===== src/rtl/rv_fetch_unit_pkg.sv =====
// Shared fetch-unit types and constants.
// Latency: n/a (declarations only).
// Backpressure: n/a.
package rv_fetch_unit_pkg;

  // Bytes per instruction word; the sequential PC step.
  localparam int INST_BYTES = 4;

  localparam int ADDR_WIDTH_DEFAULT = 32;
  localparam int INST_WIDTH_DEFAULT = 32;

  // First fetch address after reset for the default configuration.
  localparam logic [31:0] RESET_PC_DEFAULT = 32'h0000_0000;

  // One prefetch buffer entry at the default widths: PC in the upper bits.
  typedef struct packed {
    logic [ADDR_WIDTH_DEFAULT-1:0] pc;
    logic [INST_WIDTH_DEFAULT-1:0] inst;
  } fetch_entry_t;

endpackage


===== src/rtl/rv_fetch_unit_if.sv =====
// Bundles the fetch unit's memory, redirect and decode channels.
// Latency: n/a (wires only).
// Backpressure: valid/ready on request and decode channels; response has none.
interface rv_fetch_unit_if #(
  parameter int ADDR_WIDTH = 32,
  parameter int INST_WIDTH = 32
);
  logic                  imem_req_valid;
  logic                  imem_req_ready;
  logic [ADDR_WIDTH-1:0] imem_req_addr;
  logic                  imem_rsp_valid;
  logic [INST_WIDTH-1:0] imem_rsp_inst;
  logic                  redirect_valid;
  logic [ADDR_WIDTH-1:0] redirect_pc;
  logic                  out_valid;
  logic                  out_ready;
  logic [ADDR_WIDTH-1:0] out_pc;
  logic [INST_WIDTH-1:0] out_inst;
  logic                  err_rsp;

  // Fetch unit side.
  modport master (
    output imem_req_valid, imem_req_addr,
    input  imem_req_ready,
    input  imem_rsp_valid, imem_rsp_inst,
    input  redirect_valid, redirect_pc,
    output out_valid, out_pc, out_inst,
    input  out_ready,
    output err_rsp
  );

  // Memory / decode / branch-unit side.
  modport slave (
    input  imem_req_valid, imem_req_addr,
    output imem_req_ready,
    output imem_rsp_valid, imem_rsp_inst,
    output redirect_valid, redirect_pc,
    input  out_valid, out_pc, out_inst,
    output out_ready,
    input  err_rsp
  );
endinterface


===== src/rtl/rv_fetch_unit_fetch_fifo.sv =====
// Synchronous FIFO with flush; head read combinationally from storage.
// Latency: a push is visible at the head the cycle after the write edge.
// Backpressure: push ignored when full unless a pop frees a slot the same cycle.
module fetch_fifo #(
  parameter int WIDTH = 64,
  parameter int DEPTH = 4
) (
  input  logic                   clk,
  input  logic                   rst,
  input  logic                   push,
  input  logic [WIDTH-1:0]       push_dat,
  input  logic                   pop,
  output logic [WIDTH-1:0]       pop_dat,
  input  logic                   flush,
  output logic [$clog2(DEPTH):0] count,
  output logic                   empty,
  output logic                   full
);
  localparam int PTR_W = $clog2(DEPTH);

  logic [WIDTH-1:0] mem_q [DEPTH];
  logic [WIDTH-1:0] mem_d [DEPTH];
  logic [PTR_W-1:0] wr_ptr_q, wr_ptr_d;
  logic [PTR_W-1:0] rd_ptr_q, rd_ptr_d;
  logic [PTR_W:0]   count_q, count_d;
  logic             do_push, do_pop;

  assign empty   = (count_q == '0);
  assign full    = (count_q == (PTR_W+1)'(DEPTH));
  assign count   = count_q;
  assign pop_dat = mem_q[rd_ptr_q];
  assign do_pop  = pop && !empty;
  assign do_push = push && (!full || do_pop);

  // Next pointers, occupancy and storage; flush wins over push and pop.
  always_comb begin
    mem_d    = mem_q;
    wr_ptr_d = wr_ptr_q;
    rd_ptr_d = rd_ptr_q;
    count_d  = count_q;
    if (flush) begin
      wr_ptr_d = '0;
      rd_ptr_d = '0;
      count_d  = '0;
    end else begin
      if (do_push) begin
        mem_d[wr_ptr_q] = push_dat;
        wr_ptr_d        = wr_ptr_q + PTR_W'(1);
      end
      if (do_pop) begin
        rd_ptr_d = rd_ptr_q + PTR_W'(1);
      end
      count_d = count_q + (PTR_W+1)'(do_push) - (PTR_W+1)'(do_pop);
    end
  end

  // State registers; storage contents need no reset.
  always_ff @(posedge clk) begin
    mem_q <= mem_d;
    if (rst) begin
      wr_ptr_q <= '0;
      rd_ptr_q <= '0;
      count_q  <= '0;
    end else begin
      wr_ptr_q <= wr_ptr_d;
      rd_ptr_q <= rd_ptr_d;
      count_q  <= count_d;
    end
  end
endmodule


===== src/rtl/rv_fetch_unit.sv =====
// Instruction fetch front end: owns the PC, issues in-order fetches, buffers results for decode.
// Latency: request the cycle after reset release; response at edge E appears on out_* the cycle after E.
// Backpressure: requests throttled so live in-flight plus buffered never exceeds FIFO_DEPTH.
module rv_fetch_unit
  import rv_fetch_unit_pkg::*;
#(
  parameter int                    ADDR_WIDTH = 32,
  parameter int                    INST_WIDTH = 32,
  parameter int                    FIFO_DEPTH = 4,
  parameter logic [ADDR_WIDTH-1:0] RESET_PC   = ADDR_WIDTH'(RESET_PC_DEFAULT)
) (
  input  logic            clk,
  input  logic            rst,
  rv_fetch_unit_if.master bus
);
  localparam int                    CNT_W   = $clog2(FIFO_DEPTH) + 1;
  localparam logic [CNT_W-1:0]      DEPTH_C = CNT_W'(FIFO_DEPTH);
  localparam logic [ADDR_WIDTH-1:0] PC_STEP = ADDR_WIDTH'(INST_BYTES);
  localparam logic [ADDR_WIDTH-1:0] ALIGN_M = ~ADDR_WIDTH'(INST_BYTES - 1);

  typedef struct packed {
    logic [ADDR_WIDTH-1:0] pc;
    logic [INST_WIDTH-1:0] inst;
  } entry_t;

  logic [ADDR_WIDTH-1:0] fetch_pc_q, fetch_pc_d;
  logic [ADDR_WIDTH-1:0] rsp_pc_q, rsp_pc_d;
  logic [CNT_W-1:0]      outstanding_q, outstanding_d;
  logic [CNT_W-1:0]      discard_q, discard_d;
  logic                  err_q, err_d;

  logic [CNT_W-1:0]      live;
  logic [CNT_W:0]        credit_sum;
  logic [CNT_W-1:0]      fifo_count;
  logic                  fifo_empty, fifo_full;
  logic                  req_valid, req_fire;
  logic                  rsp_unexp, rsp_ok, rsp_keep;
  logic                  fifo_pop;
  logic [ADDR_WIDTH-1:0] redirect_pc_aligned;
  entry_t                push_entry, head_entry;

  assign live                = outstanding_q - discard_q;
  assign credit_sum          = {1'b0, live} + {1'b0, fifo_count};
  assign redirect_pc_aligned = bus.redirect_pc & ALIGN_M;

  // fifo_full is implied by the credit check; kept so a full buffer never sees a request.
  assign req_valid = !rst && !bus.redirect_valid && !fifo_full
                     && (outstanding_q < DEPTH_C)
                     && (credit_sum < {1'b0, DEPTH_C});
  assign req_fire  = req_valid && bus.imem_req_ready;

  assign rsp_unexp = bus.imem_rsp_valid && (outstanding_q == '0);
  assign rsp_ok    = bus.imem_rsp_valid && (outstanding_q != '0);
  assign rsp_keep  = rsp_ok && !bus.redirect_valid && (discard_q == '0);

  assign fifo_pop  = bus.out_valid && bus.out_ready;

  assign push_entry = '{pc: rsp_pc_q, inst: bus.imem_rsp_inst};

  fetch_fifo #(
    .WIDTH ($bits(entry_t)),
    .DEPTH (FIFO_DEPTH)
  ) u_fifo (
    .clk      (clk),
    .rst      (rst),
    .push     (rsp_keep),
    .push_dat (push_entry),
    .pop      (fifo_pop),
    .pop_dat  (head_entry),
    .flush    (bus.redirect_valid),
    .count    (fifo_count),
    .empty    (fifo_empty),
    .full     (fifo_full)
  );

  assign bus.imem_req_valid = req_valid;
  assign bus.imem_req_addr  = fetch_pc_q;
  assign bus.out_valid      = !rst && !fifo_empty;
  assign bus.out_pc         = head_entry.pc;
  assign bus.out_inst       = head_entry.inst;
  assign bus.err_rsp        = err_q;

  // Next PC, in-flight accounting and stale-stream tracking; redirect overrides.
  always_comb begin
    fetch_pc_d    = fetch_pc_q;
    rsp_pc_d      = rsp_pc_q;
    discard_d     = discard_q;
    err_d         = err_q || rsp_unexp;
    outstanding_d = outstanding_q + CNT_W'(req_fire) - CNT_W'(rsp_ok);
    if (bus.redirect_valid) begin
      // Everything still in flight after this cycle belongs to the old stream.
      fetch_pc_d = redirect_pc_aligned;
      rsp_pc_d   = redirect_pc_aligned;
      discard_d  = outstanding_q - CNT_W'(rsp_ok);
    end else begin
      if (req_fire) begin
        fetch_pc_d = fetch_pc_q + PC_STEP;
      end
      if (rsp_ok) begin
        if (discard_q != '0) begin
          discard_d = discard_q - CNT_W'(1);
        end else begin
          rsp_pc_d = rsp_pc_q + PC_STEP;
        end
      end
    end
  end

  // Fetch state registers with synchronous reset.
  always_ff @(posedge clk) begin
    if (rst) begin
      fetch_pc_q    <= RESET_PC;
      rsp_pc_q      <= RESET_PC;
      outstanding_q <= '0;
      discard_q     <= '0;
      err_q         <= 1'b0;
    end else begin
      fetch_pc_q    <= fetch_pc_d;
      rsp_pc_q      <= rsp_pc_d;
      outstanding_q <= outstanding_d;
      discard_q     <= discard_d;
      err_q         <= err_d;
    end
  end
endmodule


===== src/flat_wrapper.sv =====
// flat-port wrapper written by rule: the top's interface ports become plain ports
module rv_fetch_unit_flat import rv_fetch_unit_pkg::*;
#(
  parameter int                    ADDR_WIDTH = 32,
  parameter int                    INST_WIDTH = 32,
  parameter int                    FIFO_DEPTH = 4,
  parameter logic [ADDR_WIDTH-1:0] RESET_PC   = ADDR_WIDTH'(RESET_PC_DEFAULT)
)
  (clk, rst, bus_imem_req_valid, bus_imem_req_addr, bus_imem_req_ready, bus_imem_rsp_valid, bus_imem_rsp_inst, bus_redirect_valid, bus_redirect_pc, bus_out_valid, bus_out_pc, bus_out_inst, bus_out_ready, bus_err_rsp);
  rv_fetch_unit_if #(.ADDR_WIDTH(ADDR_WIDTH), .INST_WIDTH(INST_WIDTH)) bus_i ();
  input  logic clk;
  input  logic rst;
  output wire logic [$bits(bus_i.imem_req_valid)-1:0] bus_imem_req_valid;
  output wire logic [$bits(bus_i.imem_req_addr)-1:0] bus_imem_req_addr;
  input wire logic [$bits(bus_i.imem_req_ready)-1:0] bus_imem_req_ready;
  input wire logic [$bits(bus_i.imem_rsp_valid)-1:0] bus_imem_rsp_valid;
  input wire logic [$bits(bus_i.imem_rsp_inst)-1:0] bus_imem_rsp_inst;
  input wire logic [$bits(bus_i.redirect_valid)-1:0] bus_redirect_valid;
  input wire logic [$bits(bus_i.redirect_pc)-1:0] bus_redirect_pc;
  output wire logic [$bits(bus_i.out_valid)-1:0] bus_out_valid;
  output wire logic [$bits(bus_i.out_pc)-1:0] bus_out_pc;
  output wire logic [$bits(bus_i.out_inst)-1:0] bus_out_inst;
  input wire logic [$bits(bus_i.out_ready)-1:0] bus_out_ready;
  output wire logic [$bits(bus_i.err_rsp)-1:0] bus_err_rsp;
  assign bus_imem_req_valid = bus_i.imem_req_valid;
  assign bus_imem_req_addr = bus_i.imem_req_addr;
  assign bus_i.imem_req_ready = bus_imem_req_ready;
  assign bus_i.imem_rsp_valid = bus_imem_rsp_valid;
  assign bus_i.imem_rsp_inst = bus_imem_rsp_inst;
  assign bus_i.redirect_valid = bus_redirect_valid;
  assign bus_i.redirect_pc = bus_redirect_pc;
  assign bus_out_valid = bus_i.out_valid;
  assign bus_out_pc = bus_i.out_pc;
  assign bus_out_inst = bus_i.out_inst;
  assign bus_i.out_ready = bus_out_ready;
  assign bus_err_rsp = bus_i.err_rsp;
  rv_fetch_unit #(.ADDR_WIDTH(ADDR_WIDTH), .INST_WIDTH(INST_WIDTH), .FIFO_DEPTH(FIFO_DEPTH), .RESET_PC(RESET_PC)) u_core (.clk(clk), .rst(rst), .bus(bus_i));
endmodule

===== config.mk =====
export PLATFORM = sky130hd
export DESIGN_NAME = rv_fetch_unit_flat
export DESIGN_NICKNAME = d
export VERILOG_FILES = /design/src/rtl/rv_fetch_unit_pkg.sv /design/src/rtl/rv_fetch_unit_if.sv /design/src/rtl/rv_fetch_unit_fetch_fifo.sv /design/src/rtl/rv_fetch_unit.sv /design/src/flat_wrapper.sv
export SDC_FILE = /design/constraint.sdc
export NUM_CORES = 1
export LEC_CHECK = 0
export ABC_AREA = 1
export BUFFER_PORTS_ARGS = -buffer_cell sky130_fd_sc_hd__buf_2
export CAP_MARGIN = 15
export CORE_UTILIZATION = 47
export CTS_CLUSTER_DIAMETER = 100
export DETAILED_ROUTE_END_ITERATION = 8
export PLACE_DENSITY = 0.69
export SLEW_MARGIN = 15
export SYNTH_ARGS = -nofsm -noshare
export SYNTH_HDL_FRONTEND = slang
export SYNTH_SLANG_ARGS = --single-unit
export TNS_END_PERCENT = 100

===== constraint.sdc =====
create_clock -name clk -period 4.6 [get_ports clk]
set_input_delay 0.92 -clock clk [delete_from_list [all_inputs] [get_ports clk]]
set_output_delay 0.92 -clock clk [all_outputs]
set_load 0.02 [all_outputs]

### Word level (Yosys, flattened, before mapping)

Index checks and enable logic that the tools add are counted.

| storage, ports and cells | value |
|---|---|
| logic and storage cells | 84 |
| input bits | 70 |
| output and inout port bits | 99 |
| register bits | 334 |

| cells by class | value |
|---|---|
| $add $sub $neg | 12 |
| bitwise operators | 4 |
| eq/ne operators | 2 |
| reductions and logical operators | 33 |
| magnitude comparators | 5 |
| multiplexer cells | 14 |

Operators by type and width:

| kind | count |
|---|---|
| 256-bit bitwise mux | 1 |
| 64-bit 2-to-1 mux | 3 |
| 32-bit 2-to-1 mux | 5 |
| 64-bit binary-select mux with 2-bit select | 1 |
| 64-bit demux with 2-bit select | 1 |
| 32-bit by 3-bit adder with 32-bit output, second input constant | 2 |
| 1-bit logical AND | 14 |
| 3-bit logical NOT | 3 |
| 3-bit 2-to-1 mux | 3 |
| 3-bit by 1-bit subtractor with 3-bit output | 3 |
| 2-bit AND reduction | 4 |
| 3-bit by 1-bit adder with 3-bit output | 2 |
| 3-bit greater-or-equal comparator, second input constant | 2 |
| 2-bit inverter with 3-bit output | 2 |
| 2-bit nonzero test | 3 |
| 3-bit nonzero test | 2 |
| 2-bit by 1-bit adder with 2-bit output, second input constant | 2 |
| 3-bit by 3-bit adder with 4-bit output | 1 |
| 1-bit logical NOT | 4 |
| 4-bit by 3-bit less-than comparator with 1-bit output, second input constant | 1 |
| 3-bit equality test, second input constant | 1 |
| 3-bit by 1-bit less-than comparator with 1-bit output, second input constant | 1 |
| 3-bit less-than comparator, second input constant | 1 |
| 3-bit by 1-bit subtractor with 3-bit output, second input constant | 1 |
| 5 further kinds | 7 |

### Logic depth before layout (Yosys ltp)

Gate-level depths: netlist (run 1).

| logic depth | value |
|---|---|
| depth in word-level cells | 9 |
| gate-level depth with buffers | 19 |
| depth with buffers taken out | 18 |

### By module

A second synthesis (run 1) with hierarchy kept.

| second synthesis, totals | value |
|---|---|
| cell total of the unflattened synthesis | 1,466 |
| area total of the unflattened synthesis | 14,665.3 um^2 |

By module, submodules not included:

| module | instances | area each (um^2) | cells an instance |
|---|---|---|---|
| fetch_fifo | 1 | 9,935.8 | 689 |
| rv_fetch_unit | 1 | 4,729.5 | 777 |

### Worst setup path after synthesis (run 1)

OpenSTA, ideal clock, no wires.

| path | value |
|---|---|
| path type | input-to-reg |
| start | input bus_redirect_valid |
| end | register u_core.u_fifo.mem_q[0] in the netlist's numbering (enable) |
| required time | 4,118 ps |
| arrival | 4,041 ps |
| stages | 5 |
| setup time | 482 ps |
| setup slack | 76 ps |
| path buffers | 0 |
| cell sequence | inv_2 nand2_1 nor2_4 o21ai_2 nor2_1 |

| between the ends | value |
|---|---|
| longest elaborated chain between the ends | 5 |
| elaborated cells between the ends (all ways) | 6 |

Ends and longest elaborated chain:

| item | RTL line | source |
|---|---|---|
| start: declaration | flat_wrapper.sv:18 | `input wire logic [$bits(bus_i.redirect_valid)-1:0] bus_redirect_valid;` |
| 1-bit logical NOT | rv_fetch_unit.sv:54 | `assign rsp_keep = rsp_ok && !bus.redirect_valid && (discard_q == '0);` |
| 1-bit logical AND (2 in a row) | rv_fetch_unit.sv:54 |  |
| 1-bit logical AND | rv_fetch_unit_fetch_fifo.sv:33 | `assign do_push = push && (!full \|\| do_pop);` |
| 2-bit AND reduction (no line) (*) | n/a |  |
| end signal: assignment | rv_fetch_unit_fetch_fifo.sv:59 | `mem_q <= mem_d;` |
| end: declaration | rv_fetch_unit_fetch_fifo.sv:21 | `logic [WIDTH-1:0] mem_q [DEPTH];` |

Mark *: on every way between the ends. The rest lies on a longest branch, timed or not.
A chain may end at the register's enable or synchronous reset.

### Worst setup path in the final report (run 1)

| path | value |
|---|---|
| start | register u_core.outstanding_q[0] |
| end | output bus_imem_req_valid |

| between the ends | value |
|---|---|
| longest elaborated chain between the ends | 4 |
| elaborated cells between the ends (all ways) | 6 |

Ends and longest elaborated chain:

| item | RTL line | source |
|---|---|---|
| start: declaration | rv_fetch_unit.sv:28 | `logic [CNT_W-1:0] outstanding_q, outstanding_d;` |
| start signal: assignment | rv_fetch_unit.sv:120 | `outstanding_q <= outstanding_d;` |
| 3-bit subtractor | rv_fetch_unit.sv:42 | `assign live = outstanding_q - discard_q;` |
| 3-bit by 3-bit adder with 4-bit output | rv_fetch_unit.sv:43 | `assign credit_sum = {1'b0, live} + {1'b0, fifo_count};` |
| 4-bit by 3-bit less-than comparator with 1-bit output | rv_fetch_unit.sv:49 | `&& (credit_sum < {1'b0, DEPTH_C});` |
| 1-bit logical AND (*) | rv_fetch_unit.sv:49 |  |
| end: declaration | flat_wrapper.sv:13 | `output wire logic [$bits(bus_i.imem_req_valid)-1:0] bus_imem_req_valid;` |

Marked as above.

==> flow_summary.json, run 1 <==
{
  "p_leak_nw": 6.22,
  "switching_share_pct": 26.0,
  "grt_pass1_vias": 10100,
  "synth_cell_type_count": 43,
  "worst_pin_slew_ns": 0.725,
  "cts_made_buffers": 34,
  "syn_inst": 1439,
  "status": "complete, no violations",
  "wire_per_inst_um": 16.7,
  "r2r-end": "u_core.outstanding_q[2]",
  "holdCritPathClass": "reg2reg",
  "dp_hpwl_mm": 21.2,
  "switchingPower_w": 0.00175,
  "drv_cap": 0,
  "io_pins": 169,
  "clockPowerShare_pct": 37.3,
  "syn_area_mm2": 0.0143,
  "multi_input_area_mm2": 0.00465,
  "drc": 0,
  "diodes": 0,
  "worstRegToRegCells": 18,
  "cpMostUsedCell": "inv_1",
  "yosys.area.top_type": "edfxtp_1",
  "yosysMostFrequentCell": "edfxtp_1",
  "start_util_pct": 48.0,
  "synthFlopType": "edfxtp_1",
  "yosys_warnings": 0,
  "rsz0062_at_grt": "no",
  "ant_nets": 0,
  "dr_wl_met3_mm": 2.60,
  "port_buffers": 162,
  "crit_chain": "inv_1 > ha_1 > inv_1 > fa_1 > xnor2_1 > xor2_1 > ha_1 > nor2_1 > nand2_1 > nor2_4 > nand2_1 > inv_1 > buf_2",
  "dp_slack_ns": 1.15,
  "wl_met2_mm": 15.8,
  "area_delta_synth_final_pct": 15.7,
  "ys_top_cells_by_count": "edfxtp_1 (248), nor2_1 (225), nand2_1 (219)",
  "final_nets": 1679,
  "postCtsSetupBuffers": 0,
  "fill_cells": 2603,
  "wl_met1_mm": 14.6,
  "hold_end": "u_core.bus.err_rsp",
  "drive_above_1_share_pct": 17.1,
  "min_period_over_period_pct": 78.3,
  "ir_drop_uv": 266,
  "wl_mm": 33.6,
  "insertion_delay_ns": 0.51,
  "seq_area_mm2": 0.00893,
  "worst_path_largest_cell_delay_ns": 0.37,
  "drtIter0Drc": 968,
  "gp_congestion": 0.905,
  "seq_power_share_pct": 50.8,
  "combPwrFrac_pct": 11.9,
  "die_y_um": 176,
  "fin_skew_ns": 0.0145,
  "endpoint_kind": "primary output",
  "synth.ff_latch_count": 322,
  "clockBufferDepth": 3,
  "arrival_ns": 2.68,
  "finalCriticalPeriod_ns": 3.60,
  "worstPathRequired_ns": 3.68,
  "slew_headroom_pct": 51.7,
  "synth_top_area_share_pct": 52.1,
  "avgSynthCellArea_um2": 9.94,
  "clk_pin_slew_worst_paths_ns": 0.06,
  "ys_top_cells_by_area": "edfxtp_1 (52%), dfxtp_1 (10%), nor2_1 (5.9%), o21ai_0 (5.9%), nand2_1 (5.7%)",
  "grtUsageTotal_pct": 21.5,
  "drtPass1Iterations": 5,
  "die_x_um": 176,
  "dieArea_mm2": 0.0311,
  "min_path_cells": 2,
  "intPower_w": 0.00498,
  "finalSetupViolCount": 0,
  "fin_tns_setup_ns": 0,
  "cp_slowest_cell": "fa_1",
  "min_from": "u_core.bus.err_rsp",
  "antenna_found_initial": 0,
  "critPathKind": "reg2out",
  "startpoint": "u_core.outstanding_q[0]",
  "grt_max_degree": 125,
  "yosysSeqAreaShare_pct": 62.4,
  "post_cts_resize_count": 0,
  "viasPerCell": 5.35,
  "slew_violations": 0,
  "r2r_setup_slack_ns": 1.16,
  "gr-total-overflow": 0,
  "top_layer_used": "met4",
  "hold_viol": 0,
  "clock.fmax_mhz": 278,
  "startpoint_type": "register",
  "async_flop_share_pct": 0,
  "cts_root_buf": "clkbuf_16",
  "rows": 63,
  "htree_levels": 2,
  "grt_pass1_wl_mm": 52.8,
  "core_area_mm2": 0.0298,
  "path_max_fanout": 4,
  "setup_slack_ns": 0.997,
  "cts_sinks": 322,
  "powerDensity_mw_per_mm2": 407,
  "cts_hold_buf": 0,
  "r2r-start": "u_core.outstanding_q[0]",
  "synth_edf_count": 248,
  "vias": 10700,
  "cts_tree": "done"
}
==> sequential cells by signal, summed over array words and instances (netlist names) <==
signal,flops
u_core.rsp_pc_q,30
u_core.bus.err_rsp,1
u_core.u_fifo.mem_q,248
u_core.outstanding_q,3
u_core.u_fifo.rd_ptr_q,2
u_core.bus.imem_req_addr,30
u_core.u_fifo.count,3
u_core.discard_q,3
u_core.u_fifo.wr_ptr_q,2
==> worst max-delay path: cells and delay by family (launching register included) <==
kind / cells / cell delay [ns]
XOR/XNOR: 2 / 0.36
adder cells (fa/ha/maj): 3 / 0.78
buffers and inverters: 4 / 0.38
flip-flops: 1 / 0.30
AND/OR/NAND/NOR: 4 / 0.38
==> worst max-delay path by stage <==
stage	end	slack, ns	cells past startpoint
global placement	u_core.outstanding_q[2]	1.20	18
CTS	bus_imem_req_valid	0.97	13
detailed placement	u_core.outstanding_q[2]	1.15	18
finish	bus_imem_req_valid	1.0	13
global route	bus_imem_req_valid	0.78	13
floorplan	u_core.u_fifo.mem_q[0]	0.08	5
==> power groups by stage <==
stage / sequential [W] / clock, W / combinational (W)
2_1_floorplan: 0.00347 / 0 / 0.000540
3_3_place_gp: 0.00347 / 0 / 0.000786
3_5_place_dp: 0.00348 / 0 / 0.000803
4_1_cts: 0.00342 / 0.00255 / 0.000808
5_1_grt: 0.00344 / 0.00266 / 0.000896
6_report: 0.00342 / 0.00251 / 0.000799
==> metrics by stage <==
stage,instances,utilization (%),power [W],hold slack (ns),cell area (um2)
2_1_floorplan,1442,-,0.00401,0.490,14300
3_3_place_gp,1943,52.1,0.00426,0.441,15500
3_5_place_dp,1943,52.1,0.00428,0.446,15500
4_1_cts,2004,55.5,0.00678,0.462,16500
5_1_grt,2004,55.5,0.00700,0.497,16500
6_report,2004,55.5,0.00674,0.461,16500
==> logic make-up (layout without fill, tap and decap cells) <==
group                      after synthesis  count (layout)  share of synthesized area [%]
and+or+nand+nor                        589             589                           17.7
other                                    1               4                         0.0262
xor gates and xnor gates                18              18                           1.10
adders and majority gates               20              20                           1.91
AOI/OAI and AO/OA                      305             305                           11.5
DFF                                    322             322                           62.4
buffers and inverters                  184             356                           5.35
==> layout by cell type (no fill, tap or decap), types with 9 or more instances in the layout <==
cell / netlist / final
a21oi_1: 56 / 56
buf_2: 18 / 162
buf_4: 6 / 12
clkbuf_1: 37 / 10
clkbuf_16: 0 / 35
dfxtp_1: 74 / 72
edfxtp_1: 248 / 248
ha_1: 17 / 17
inv_1: 107 / 107
nand2_1: 219 / 219
nand3_1: 92 / 92
nand4_1: 9 / 9
nor2_1: 225 / 221
nor2_2: 11 / 11
nor2_4: 10 / 14
o21ai_0: 168 / 168
o22ai_1: 63 / 63
xor2_1: 13 / 13
==> routing by layer <==
| metal | vias to the layer above | GRT usage, % |
|---|---|---|
| li1 | 5252 | - |
| met1 | 4988 | 29.8 |
| met2 | 438 | 35.7 |
| met3 | 49 | 3.19 |
| met4 | 0 | 5.32 |
| met5 | - | 0 |
==> cell type report <==
type	count	share of cell area, %
clock inverter	15	0.560
timing repair buffer	180	6.17
inverter	115	2.62
multi-input combinational	936	28.1
sequential	322	54.0
tap	390	2.95
clock buffer	46	5.60
(Power assumes the default switching activity.)
==> run 2, diff against run 1 <==
- clock period: 4.6 -> 2.9 ns (I/O delays scaled with it)
==> run 2 against run 1 <==
The flow now finishes with violations (negative setup slack). Largest power group unchanged. Final area is 2.3% higher. Register-to-register slack worse by 1.2 ns. Critical path type unchanged. Cell count is 0.90% higher. Count of clock-buffer cells in the layout is 4 lower. Routed wire length is 0.59% higher. Total power is 68% higher. Non-clock buffer count is 16 higher. Flip-flop and latch count stayed put. Critical path depth is 1 higher. Worst setup slack worse by 1.2 ns. Combinational power is 75% higher.
==> flow_summary.json, run 2 (synthesis gave the netlist of run 1 again) <==
{
  "die_y_um": 176,
  "power_w": 0.0113,
  "r2r-start": "u_core.outstanding_q[0]",
  "final_nets": 1696,
  "finalSetupViolCount": 2,
  "cts_hold_buf": 0,
  "grtUsageTotal_pct": 21.7,
  "critical_path.endpoint": "bus_imem_req_valid",
  "dr_wl_met3_mm": 2.26,
  "port_buffers": 162,
  "fin_skew_ns": 0.0213,
  "final_common_cell": "edfxtp_1",
  "area_delta_synth_final_pct": 18.3,
  "worstPathRequired_ns": 2.32,
  "viasPerCell": 5.31,
  "gp_congestion": 0.902,
  "drtPass1Iterations": 7,
  "grt_max_degree": 126,
  "start_util_pct": 48.0,
  "clock.fmax_mhz": 317,
  "top_layer_used": "met5",
  "worst_pin_slew_ns": 0.698,
  "htree_levels": 2,
  "hold_viol": 0,
  "grt_pass1_wl_mm": 52.6,
  "wl_mm": 33.8,
  "top_register": "u_core.u_fifo.mem_q",
  "drtIter0Drc": 763,
  "rows": 63,
  "mostFrequentLayoutCells": "edfxtp_1 (248), nor2_1 (221), nand2_1 (219)",
  "fill_cells": 2513,
  "die_x_um": 176,
  "r2r-end": "u_core.outstanding_q[2]",
  "dp_hpwl_mm": 21.3,
  "core_area_mm2": 0.0298,
  "clockBufferDepth": 3,
  "setup_slack_ns": -0.251,
  "powerDensity_mw_per_mm2": 669,
  "slew_violations": 0,
  "cts_made_buffers": 35,
  "finalCriticalPeriod_ns": 3.15,
  "ant_nets": 0,
  "violations": "negative setup slack",
  "holdCritPathClass": "in2reg",
  "gr-total-overflow": 0,
  "io_pins": 169,
  "cts_sinks": 322,
  "startpoint_type": "register",
  "status": "finished, violations left",
  "slew_headroom_pct": 53.5,
  "clk_pin_slew_worst_paths_ns": 0.06,
  "vias": 10700,
  "cts_root_buf": "clkbuf_16",
  "whs_ns": 0.289,
  "ir_drop_uv": 364,
  "path_max_fanout": 2,
  "endpoint_kind": "primary output",
  "drive_above_1_share_pct": 19.2,
  "r2r_setup_slack_ns": -0.06,
  "wl_met2_mm": 15.9,
  "dieArea_mm2": 0.0311,
  "wire_per_inst_um": 16.7,
  "rsz0062_at_grt": "yes",
  "cts_tree": "done",
  "p_leak_nw": 6.40,
  "worstRegToRegCells": 19,
  "grt_pass1_vias": 10200,
  "diodes": 0,
  "drv_cap": 0,
  "insertion_delay_ns": 0.52,
  "wl_met1_mm": 14.8,
  "dp_cells": 1957,
  "startpoint": "u_core.outstanding_q[0]",
  "antenna_found_initial": 1,
  "largest_register_ffs": 248,
  "final_cells": 2022,
  "arrival_ns": 2.57,
  "drc": 0,
  "critPathKind": "reg2out",
  "min_period_over_period_pct": 109
}
[run 2: cell count changes in the layout (fill, tap and decap cells not counted), moves of 3 or more]
cell	before	now
clkbuf_1	10	5
inv_1	107	103
buf_4	12	24
inv_2	7	10
buf_12	6	9
clkinv_2	4	9
bufinv_16	0	5
[run 2: layout make-up]
type,count,area (um2),area share (%)
Inverter,115,435,2.57
Clock buffer,42,945,5.58
Multi-Input combinational cell,936,4700,27.8
Clock inverter,21,233,1.38
Timing Repair Buffer,196,1190,7.02
Tap cell,390,488,2.88
Sequential cell,322,8940,52.8
[run 2: worst min path at each step]
stage | start | cells after the start | to | slack, ns
after floorplan | u_core.u_fifo.wr_ptr_q[1] | 2 | u_core.u_fifo.wr_ptr_q[1] | 0.49
after CTS | bus_imem_rsp_inst[9] | 1 | u_core.u_fifo.mem_q[201] | 0.27
final | bus_imem_rsp_inst[8] | 1 | u_core.u_fifo.mem_q[136] | 0.29
after global routing | bus_imem_rsp_inst[13] | 1 | u_core.u_fifo.mem_q[13] | 0.28
after detailed placement | u_core.bus.err_rsp | 2 | u_core.bus.err_rsp | 0.45
after global placement | u_core.bus.err_rsp | 2 | u_core.bus.err_rsp | 0.44
[run 2: what timing repair did]
action | 4_1_cts | 5_1_grt
endpoints found under the setup margin | 2 | 26
resized for setup | 5 | 9
buffers inserted | 2 | 1
pin swaps | 4 | 1
hold endpoints to repair | 0 | 0
[run 2: where the power goes]
group          leakage [nW]  internal [W]  switching [W]
clock network         0.576       0.00277        0.00173
logic                  2.96      0.000511       0.000886
registers              2.87       0.00522       0.000214
total                  6.40       0.00850        0.00283
[run 2: metrics by stage]
step,worst slack [ns],utilization (%),TNS [ns],area (um2)
5_1_grt,-0.337,56.8,-0.548,16900
3_5_place_dp,-0.0761,52.6,-0.0761,15700
4_1_cts,-0.269,56.7,-0.454,16900
2_1_floorplan,-0.333,-,-82.85,14300
6_report,-0.251,56.8,-0.316,16900
3_3_place_gp,-0.0304,52.6,-0.0304,15700
[run 2: worst max-delay path, stage by stage, from the launching register on]
cell,delay [ns]
dfxtp_2,0.31
inv_2,0.06
ha_4,0.12
inv_2,0.03
fa_2,0.34
xnor2_2,0.14
xor2_1,0.17
ha_1,0.28
nor2_1,0.08
nand2_1,0.08
nor2_4,0.10
buf_4,0.11
nand2_1,0.05
inv_2,0.06
buf_6,0.10
[run 2: routing by layer]
layer,global-route usage (%),up-vias
li1,-,5291
met1,28.9,5003
met2,35.9,374
met3,3.68,62
met4,7.15,2
met5,0,-
